--- src/rtl/ram_copy_engine.sv ---
// Word-copy / fill bus initiator for a 16K x 16 single-port RAM.
// One transfer at a time behind a start/busy/done handshake; it drives every RAM port signal.
module ram_copy_engine #(
  parameter int ADDR_W = 14,
  parameter int DATA_W = 16,
  parameter int LEN_W  = 15
) (
  input  logic              clk,
  input  logic              rst,
  input  logic              start,
  input  logic              mode,
  input  logic [ADDR_W-1:0] src_addr,
  input  logic [ADDR_W-1:0] dst_addr,
  input  logic [LEN_W-1:0]  len,
  input  logic [DATA_W-1:0] fill_val,
  output logic              busy,
  output logic              done,
  output logic              mem_e,
  output logic [ADDR_W-1:0] mem_addr,
  output logic              mem_w,
  output logic              mem_r,
  output logic [DATA_W-1:0] mem_din,
  input  logic [DATA_W-1:0] mem_dout
);

  typedef enum logic [2:0] {
    S_IDLE,
    S_RD,
    S_WR,
    S_FILL,
    S_DONE
  } state_t;

  state_t             state, state_nx;
  logic [ADDR_W-1:0]  src_ptr, dst_ptr;
  logic [LEN_W-1:0]   remaining;
  logic [DATA_W-1:0]  data_reg, fill_reg;
  logic               last_word;

  assign last_word = (remaining == LEN_W'(1));

  // NOTE: sequential state uses non-blocking assignments so every register
  // samples the pre-edge values, independent of block ordering.
  always_ff @(posedge clk or posedge rst) begin
    if (rst) state <= S_IDLE;
    else     state <= state_nx;
  end

  // NOTE: every output and the next state get a default before the case,
  // so no path through this block can infer a latch.
  always_comb begin
    state_nx = state;
    busy     = 1'b0;
    done     = 1'b0;
    mem_e    = 1'b0;
    mem_r    = 1'b0;
    mem_w    = 1'b0;
    mem_addr = '0;
    mem_din  = '0;
    unique case (state)
      S_IDLE: begin
        if (start) begin
          if (len == '0)  state_nx = S_DONE;
          else if (mode)  state_nx = S_FILL;
          else            state_nx = S_RD;
        end
      end
      S_RD: begin
        busy     = 1'b1;
        mem_e    = 1'b1;
        mem_r    = 1'b1;
        mem_addr = src_ptr;
        state_nx = S_WR;
      end
      S_WR: begin
        busy     = 1'b1;
        mem_e    = 1'b1;
        mem_w    = 1'b1;
        mem_addr = dst_ptr;
        mem_din  = data_reg;
        state_nx = last_word ? S_DONE : S_RD;
      end
      S_FILL: begin
        busy     = 1'b1;
        mem_e    = 1'b1;
        mem_w    = 1'b1;
        mem_addr = dst_ptr;
        mem_din  = fill_reg;
        state_nx = last_word ? S_DONE : S_FILL;
      end
      S_DONE: begin
        done     = 1'b1;
        state_nx = S_IDLE;
      end
      default: state_nx = S_IDLE;
    endcase
  end

  // Pointers wrap naturally at ADDR_W bits; inputs are only looked at in IDLE.
  always_ff @(posedge clk or posedge rst) begin
    if (rst) begin
      src_ptr   <= '0;
      dst_ptr   <= '0;
      remaining <= '0;
      data_reg  <= '0;
      fill_reg  <= '0;
    end else begin
      unique case (state)
        S_IDLE: begin
          if (start) begin
            src_ptr   <= src_addr;
            dst_ptr   <= dst_addr;
            remaining <= len;
            fill_reg  <= fill_val;
          end
        end
        S_RD: begin
          data_reg <= mem_dout;
          src_ptr  <= src_ptr + 1'b1;
        end
        S_WR, S_FILL: begin
          dst_ptr   <= dst_ptr + 1'b1;
          remaining <= remaining - 1'b1;
        end
        default: ;
      endcase
    end
  end

endmodule

--- config.mk ---
export PLATFORM = sky130hd
export DESIGN_NAME = ram_copy_engine
export DESIGN_NICKNAME = d
export VERILOG_FILES = /design/src/rtl/ram_copy_engine.sv
export SDC_FILE = /design/constraint.sdc
export NUM_CORES = 1
export LEC_CHECK = 0
export ABC_CLOCK_PERIOD_IN_PS = 2900
export BUFFER_PORTS_ARGS = -buffer_cell sky130_fd_sc_hd__buf_2
export CAP_MARGIN = 20
export CORE_AREA = 2 2 96 98
export CTS_CLUSTER_SIZE = 12
export DETAILED_ROUTE_END_ITERATION = 6
export DIE_AREA = 0 0 98 100
export GPL_TIMING_DRIVEN = 0
export PLACE_DENSITY = 0.75
export SYNTH_ARGS = -nofsm -noshare
export SYNTH_HDL_FRONTEND = slang
export SYNTH_SLANG_ARGS = --single-unit
export TNS_END_PERCENT = 10
--- constraint.sdc ---
create_clock -name clk -period 2.9 [get_ports clk]
set_clock_uncertainty 0.05 [all_clocks]
set_input_delay 0.435 -clock clk [delete_from_list [all_inputs] [get_ports clk]]
set_output_delay 0.435 -clock clk [all_outputs]
set_load 0.1 [all_outputs]
# [Word-level counts from Yosys, hierarchy flattened]
# Index checks and enable logic that the tools add are counted.
[word_totals] output_inout_bits=35 word_cells=42 reg_bits=78
[classes] n_reduce_logical=9 add_sub_neg=3 n_mux=18 n_eq_ne=6
[op_table] cell="$pmux W14 S2" n=3
[op_table] cell="$pmux W16 S2" n=1
[op_table] cell="$pmux W15 S2" n=1
[op_table] cell="$add A14 B1 Y14 const B" n=2
[op_table] cell="$mux W14" n=2
[op_table] cell="$eq A15 B1 Y1 const B" n=1
[op_table] cell="$logic_not A15 Y1" n=1
[op_table] cell="$mux W15" n=1
[op_table] cell="$sub A15 B1 Y15 const B" n=1
[op_table] cell="$mux W3" n=4
[op_table] cell="$pmux W3 S4" n=1
[op_table] cell="$eq A3 B2 Y1 const B" n=2
[op_table] cell="$reduce_and A2 Y1" n=3
[op_table] cell="$mux W1" n=4
[op_table] cell="$reduce_bool A2 Y1" n=2
[op_table] cell="$eq A3 B1 Y1 const B" n=1
[op_table] cell="$eq A3 B3 Y1 const B" n=1
[op_table] cell="$logic_not A3 Y1" n=1
[op_table] cell="$reduce_or A3 Y1" n=1
[op_table] cell="$mux W2" n=1
[op_table] cell="$ne A2 B2 Y1 const B" n=1
[op_table] cell="$reduce_or A2 Y1" n=1

# [Logic depth before layout (Yosys ltp)]
[logic_depth] ltp_word=4 depth_mapped=6 depth_no_buf=6

# [Worst setup path before layout]
# No wires, ideal clock.
[synth_timing] path_kind="flip-flop to output port" start="reg state[1]" end="out mem_addr[10]" n_path_buf=2 stages_incl_launch_ff=5 path_slack_ns=-1.000 arrival_time_ns=3.415 path_cell_list="dfrtp_1 -> or3b_2 -> clkbuf_1 -> clkbuf_1 -> o21ai_0"
[synth_between] elab_chain_len=3 elab_cells_between_ends=5 classes_between="3 x eq/ne; 1 x mux; 1 x reduce/logical"
[synth_lines] item="from (decl)" line="34" rtl="state_t state, state_nx;"
[synth_lines] item="from (signal assigned)" line="46" rtl="else state <= state_nx;"
[synth_lines] item="$eq A3 B2 Y1" line="60" rtl="unique case (state)"
[synth_lines] item="$reduce_or A2 Y1 (no source line)"
[synth_lines] item="$pmux W14 S2 *" line="60"
[synth_lines] item="to (decl)" line="19" rtl="output logic [ADDR_W-1:0] mem_addr,"
# Mark *: on every way between the ends. The rest lies on a longest branch, timed or not.

# [Worst setup path after layout]
[layout_timing] start="reg state[1]" end="out mem_addr[0]"
# The elaborated chain is that of the path after synthesis.

==> impl_summary.md <==
Timing
In this run the tightest slew margin relative to its limit is 59.25%. Counting I/O delays and the setup requirement, the final critical path takes 2.820 ns. The measured slew at the worst slew-check pin is 0.6113 ns. The hold violation count in the final report is 0.

The final setup violation count is 0. Static timing analysis puts the maximum clock frequency at 354.6 MHz. Final hold analysis gives a worst-case slack of 0.1994 ns.

The final count of pins violating max slew is 0. In the finished design, the share of the clock period the worst path needs comes to 97.25%. Setup repair after global routing left no endpoint under its margin. The worst path meets setup with 0.07973 ns of slack.

Floorplanning
The chip height is 100 um. The initial core utilization is 48.16%. The die is 98 um wide. The placeable core region is 0.008890 mm2. The die covers 0.009800 mm2. The floorplan has 35 rows.

Pin placement for this block handled 114 I/O pins.

GRT
The number of antenna violations at the first check in global routing came to 0. The pin count of the biggest net entering global routing is 57. The via count of the first global-routing pass is 4154. The wire length of the first global-routing pass is 20.41 mm. Global routing finished with a remaining overflow of 0. Global routing used 26.03% of the available tracks.

Placement
Input and output buffers added on the ports amount to 113. The congestion estimate from routability-driven global placement came to 0.9385. The worst setup slack before clock tree synthesis is 0.1794 ns. The placed instances occupy a cell area of 0.005026 mm2. The half-perimeter wire length of the detailed placement result is 9.127 mm.

Power and ir drop
The power density of the placed cells is 1334 mW/mm2. The total leakage power is 0.002575 uW. The share of power burned in the clock network is 11.1%. For this design the total switching power over the nets is 4105 uW. The switching part of the total is 58.48%. Combinational cells account for 59.2% of the total power. The worst-case IR drop observed on VDD is 0.001423 V. Sequential cells burn 29.7% of the power. The cell internal power dissipation is 2915 uW.

Cells and area
Leaving out fill and tap cells, the most frequent cell in the layout is sky130_fd_sc_hd__nand2_1. Of the cells placed in the final design, the portion with a size suffix greater than 1 is 23.91%. The area taken by flip-flops and latches is 0.001952 mm2. The multi-input combinational cells in the finished layout cover a total of 0.002167 mm2. Measured on the finished design, the core utilization comes to 59.20%. At the end of the flow, the number of nets in the layout was 722. The number of antenna diodes in the final layout is 0. Fill cells in the final layout number 817. From synthesis to final layout, the design area changed by 22.91%. The final cell area excluding filler cells is 0.005263 mm2. The top cell types in the final layout, fill and taps aside, are sky130_fd_sc_hd__nand2_1, sky130_fd_sc_hd__buf_2, sky130_fd_sc_hd__dfrtp_1, sky130_fd_sc_hd__nor2_1, sky130_fd_sc_hd__a21oi_1.

Clocking
Clock tree synthesis selected as its root buffer the cell sky130_fd_sc_hd__clkbuf_8. The clock tree from TritonCTS is yes. The clock drives 78 sinks. The number of H-tree branching levels is 3. At the later pin of the worst-skew pair, clock insertion delay measures 0.37 ns. No sink is reached through more buffers than the 2 on the longest clock path.

After clock tree synthesis, the clock-pin slew on the worst setup and hold paths is 0.10 ns. The TritonCTS buffer count is 9.

Drt
Wires add up to 12.56 mm. The detail-routed via count per cell is 5.771. Detailed routing inserted a total of 4357 vias. The initial detailed-routing violation count is 274.

The remaining design rule violation count is 0. The wire length per cell after detailed routing is 16.64 um. In this run the remaining antenna-violating nets after routing total 0.

The first-pass detailed-route iteration total is 4.

Synth
The share of synthesized area in the top cell type comes to 45.59%. The synthesized netlist occupies a cell area of 0.004282 mm2. The share of synthesized area spent on multiplexers is 3.974%.

Among all flip-flop cells after synthesis, the most frequent one is sky130_fd_sc_hd__dfrtp_1. The post-synthesis net count is 596. The synthesized instance count is 513.

The number of synthesized register bits is 78. The main combinational cell family by area after synthesis is simple AND/OR/NAND/NOR gates. The synthesized design spends more area on one cell type than any other, namely sky130_fd_sc_hd__dfrtp_1. Each instance of the synthesized netlist takes up on average 8.346 um2. Sorting the synthesized cells by area gives the leading types as sky130_fd_sc_hd__dfrtp_1, sky130_fd_sc_hd__nand2_1, sky130_fd_sc_hd__nor2_1. The adder and majority cell fraction of the synthesized area is 1.169%. Summing the areas of all compound-gate instances in the mapped netlist gives 16.92% of the synthesized area. The synthesized netlist devotes 28.05% of its cell area to simple gates. The post-synthesis cell type count is 58. The count of yosys warnings during synthesis is 0. After Yosys synthesis, XOR and XNOR cells account for 0.4091% of the synthesized area.

The share of the yosys chip area belonging to registers is 45.59%. In this run, synthesis inferred 0 flip-flops with an integrated enable. The share of async-settable or async-resettable flops after synthesis is 100.0%.

Worst hold path
The path class of the tightest hold or removal check is input pin to flop. The worst hold path passes through 3 cells.

Critical path
In this run the critical register-to-register path is captured at remaining[2]. The launch point of the worst path is state[1]. The signal on the critical path passes through or3b_2 -> clkinv_1 -> clkbuf_2 -> nand2_1 -> o21ai_1 -> buf_4. For flop-to-flop paths, the worst setup slack is 0.64 ns.

The data required time at the worst endpoint is 2.41 ns. In this run the critical register-to-register path is launched from state[1]. The critical path ends at mem_addr[0]. STA classifies the critical path endpoint as an output pin. The critical setup path kind is flop to output pin. Of all nets on the critical path, the largest fanout is 10. The nature of the critical path startpoint is a flop. The longest individual stage delay on the worst path is 0.52 ns. The slowest stage of the critical path is the sky130_fd_sc_hd__or3b_2 cell. Measured in cells, the most critical reg-to-reg path has a length of 5. The dominant delay contributor by cell family on the critical path is buffers and inverters. The data arrival time of the worst path is 2.34 ns. Counting both buffers and inverters, the worst setup path holds a total of 3.

The number of cells on the critical path is 6.

Outcome
The run finished with clean final reports.

Run
Max-cap violations in this run came to 0.
final cells by class:
| cell class | count | area share, % |
|---|---|---|
| plain buffers | 32 | 2.615 |
| clock buffers | 9 | 2.354 |
| clock inverters | 7 | 1.070 |
| inverters | 11 | 0.8321 |
| multi-input cells | 392 | 41.18 |
| flip-flops and latches | 78 | 37.09 |
| well taps | 111 | 2.639 |
| repair buffers | 115 | 12.22 |
cells in the mapped netlist, types with 3 or more instances:
| cell | count |
|---|---|
| sky130_fd_sc_hd__o21ai_0 | 17 |
| sky130_fd_sc_hd__ha_1 | 4 |
| sky130_fd_sc_hd__nand2_1 | 140 |
| sky130_fd_sc_hd__and3_1 | 3 |
| sky130_fd_sc_hd__or4_1 | 3 |
| sky130_fd_sc_hd__a22o_1 | 7 |
| sky130_fd_sc_hd__nor2_1 | 54 |
| sky130_fd_sc_hd__nor4_1 | 9 |
| sky130_fd_sc_hd__nand3_1 | 12 |
| sky130_fd_sc_hd__nor3_1 | 6 |
| sky130_fd_sc_hd__dfrtp_1 | 78 |
| sky130_fd_sc_hd__a211oi_1 | 8 |
| sky130_fd_sc_hd__a21oi_1 | 21 |
| sky130_fd_sc_hd__a31oi_1 | 3 |
| sky130_fd_sc_hd__nand4_1 | 9 |
| sky130_fd_sc_hd__o211ai_1 | 9 |
| sky130_fd_sc_hd__or3_1 | 3 |
| sky130_fd_sc_hd__o2bb2ai_1 | 3 |
| sky130_fd_sc_hd__o22ai_1 | 8 |
| sky130_fd_sc_hd__mux2i_1 | 17 |
| sky130_fd_sc_hd__inv_1 | 10 |
| sky130_fd_sc_hd__clkbuf_1 | 25 |
| sky130_fd_sc_hd__o311ai_0 | 6 |
| sky130_fd_sc_hd__buf_1 | 5 |
| sky130_fd_sc_hd__a311oi_1 | 7 |
| sky130_fd_sc_hd__nand2b_1 | 4 |
tightest hold or removal path, stage by stage:
cell	delay [ns]
sky130_fd_sc_hd__buf_2	0.07
sky130_fd_sc_hd__nand2_1	0.04
sky130_fd_sc_hd__nand2_1	0.04
per-layer routing:
layer  track usage [%]  wire length [um]
met3             6.964              1050
met5                 0                 0
met2             41.73              5852
met4             8.547               201
met1             34.68              5457
how the worst min path moves through the flow:
stage	start	end	slack, ns
after floorplan	src_ptr[13]	src_ptr[13]	0.39
after global placement	data_reg[6]	data_reg[6]	0.41
after detailed placement	rst	data_reg[8]	0.37
after CTS	fill_val[13]	fill_reg[13]	0.20
after global routing	mem_dout[10]	data_reg[10]	0.20
final	fill_val[13]	fill_reg[13]	0.20
per-stage QoR:
| stage | total power [uW] | cells | setup TNS [ns] |
|---|---|---|---|
| finish | 7019 | 755 | 0 |
| global route | 7410 | 755 | 0 |
| detailed placement | 6133 | 738 | 0 |
| floorplan | 5361 | 513 | -2.853 |
| CTS | 6965 | 755 | 0 |
| global placement | 6054 | 737 | -44.83 |
power by group through the flow:
stage | sequential, uW | combinational (uW) | clock (uW)
after global routing | 2150 | 4420 | 835
after detailed placement | 2080 | 4050 | 0
after CTS | 2060 | 4120 | 780
final | 2080 | 4160 | 779
after global placement | 2050 | 4010 | 0
after floorplan | 1930 | 3430 | 0
kinds of logic after synthesis:
family          after synthesis
compound gates              105
xor+xnor                      2
fa+ha+maj                     4
buf+inv                      43
flops                        78
mux                          17
simple gates                264
repair_timing:
| item | CTS | global route |
|---|---|---|
| gates resized for setup | 13 | 15 |
| endpoints found under the setup margin | 21 | 30 |
| hold buffers | 1 | 0 |
| setup buffers | 0 | 0 |
| gates cloned | 0 | 0 |
| hold endpoints to repair | 22 | 0 |
No activity file was read; power rests on OpenSTA's default activity.
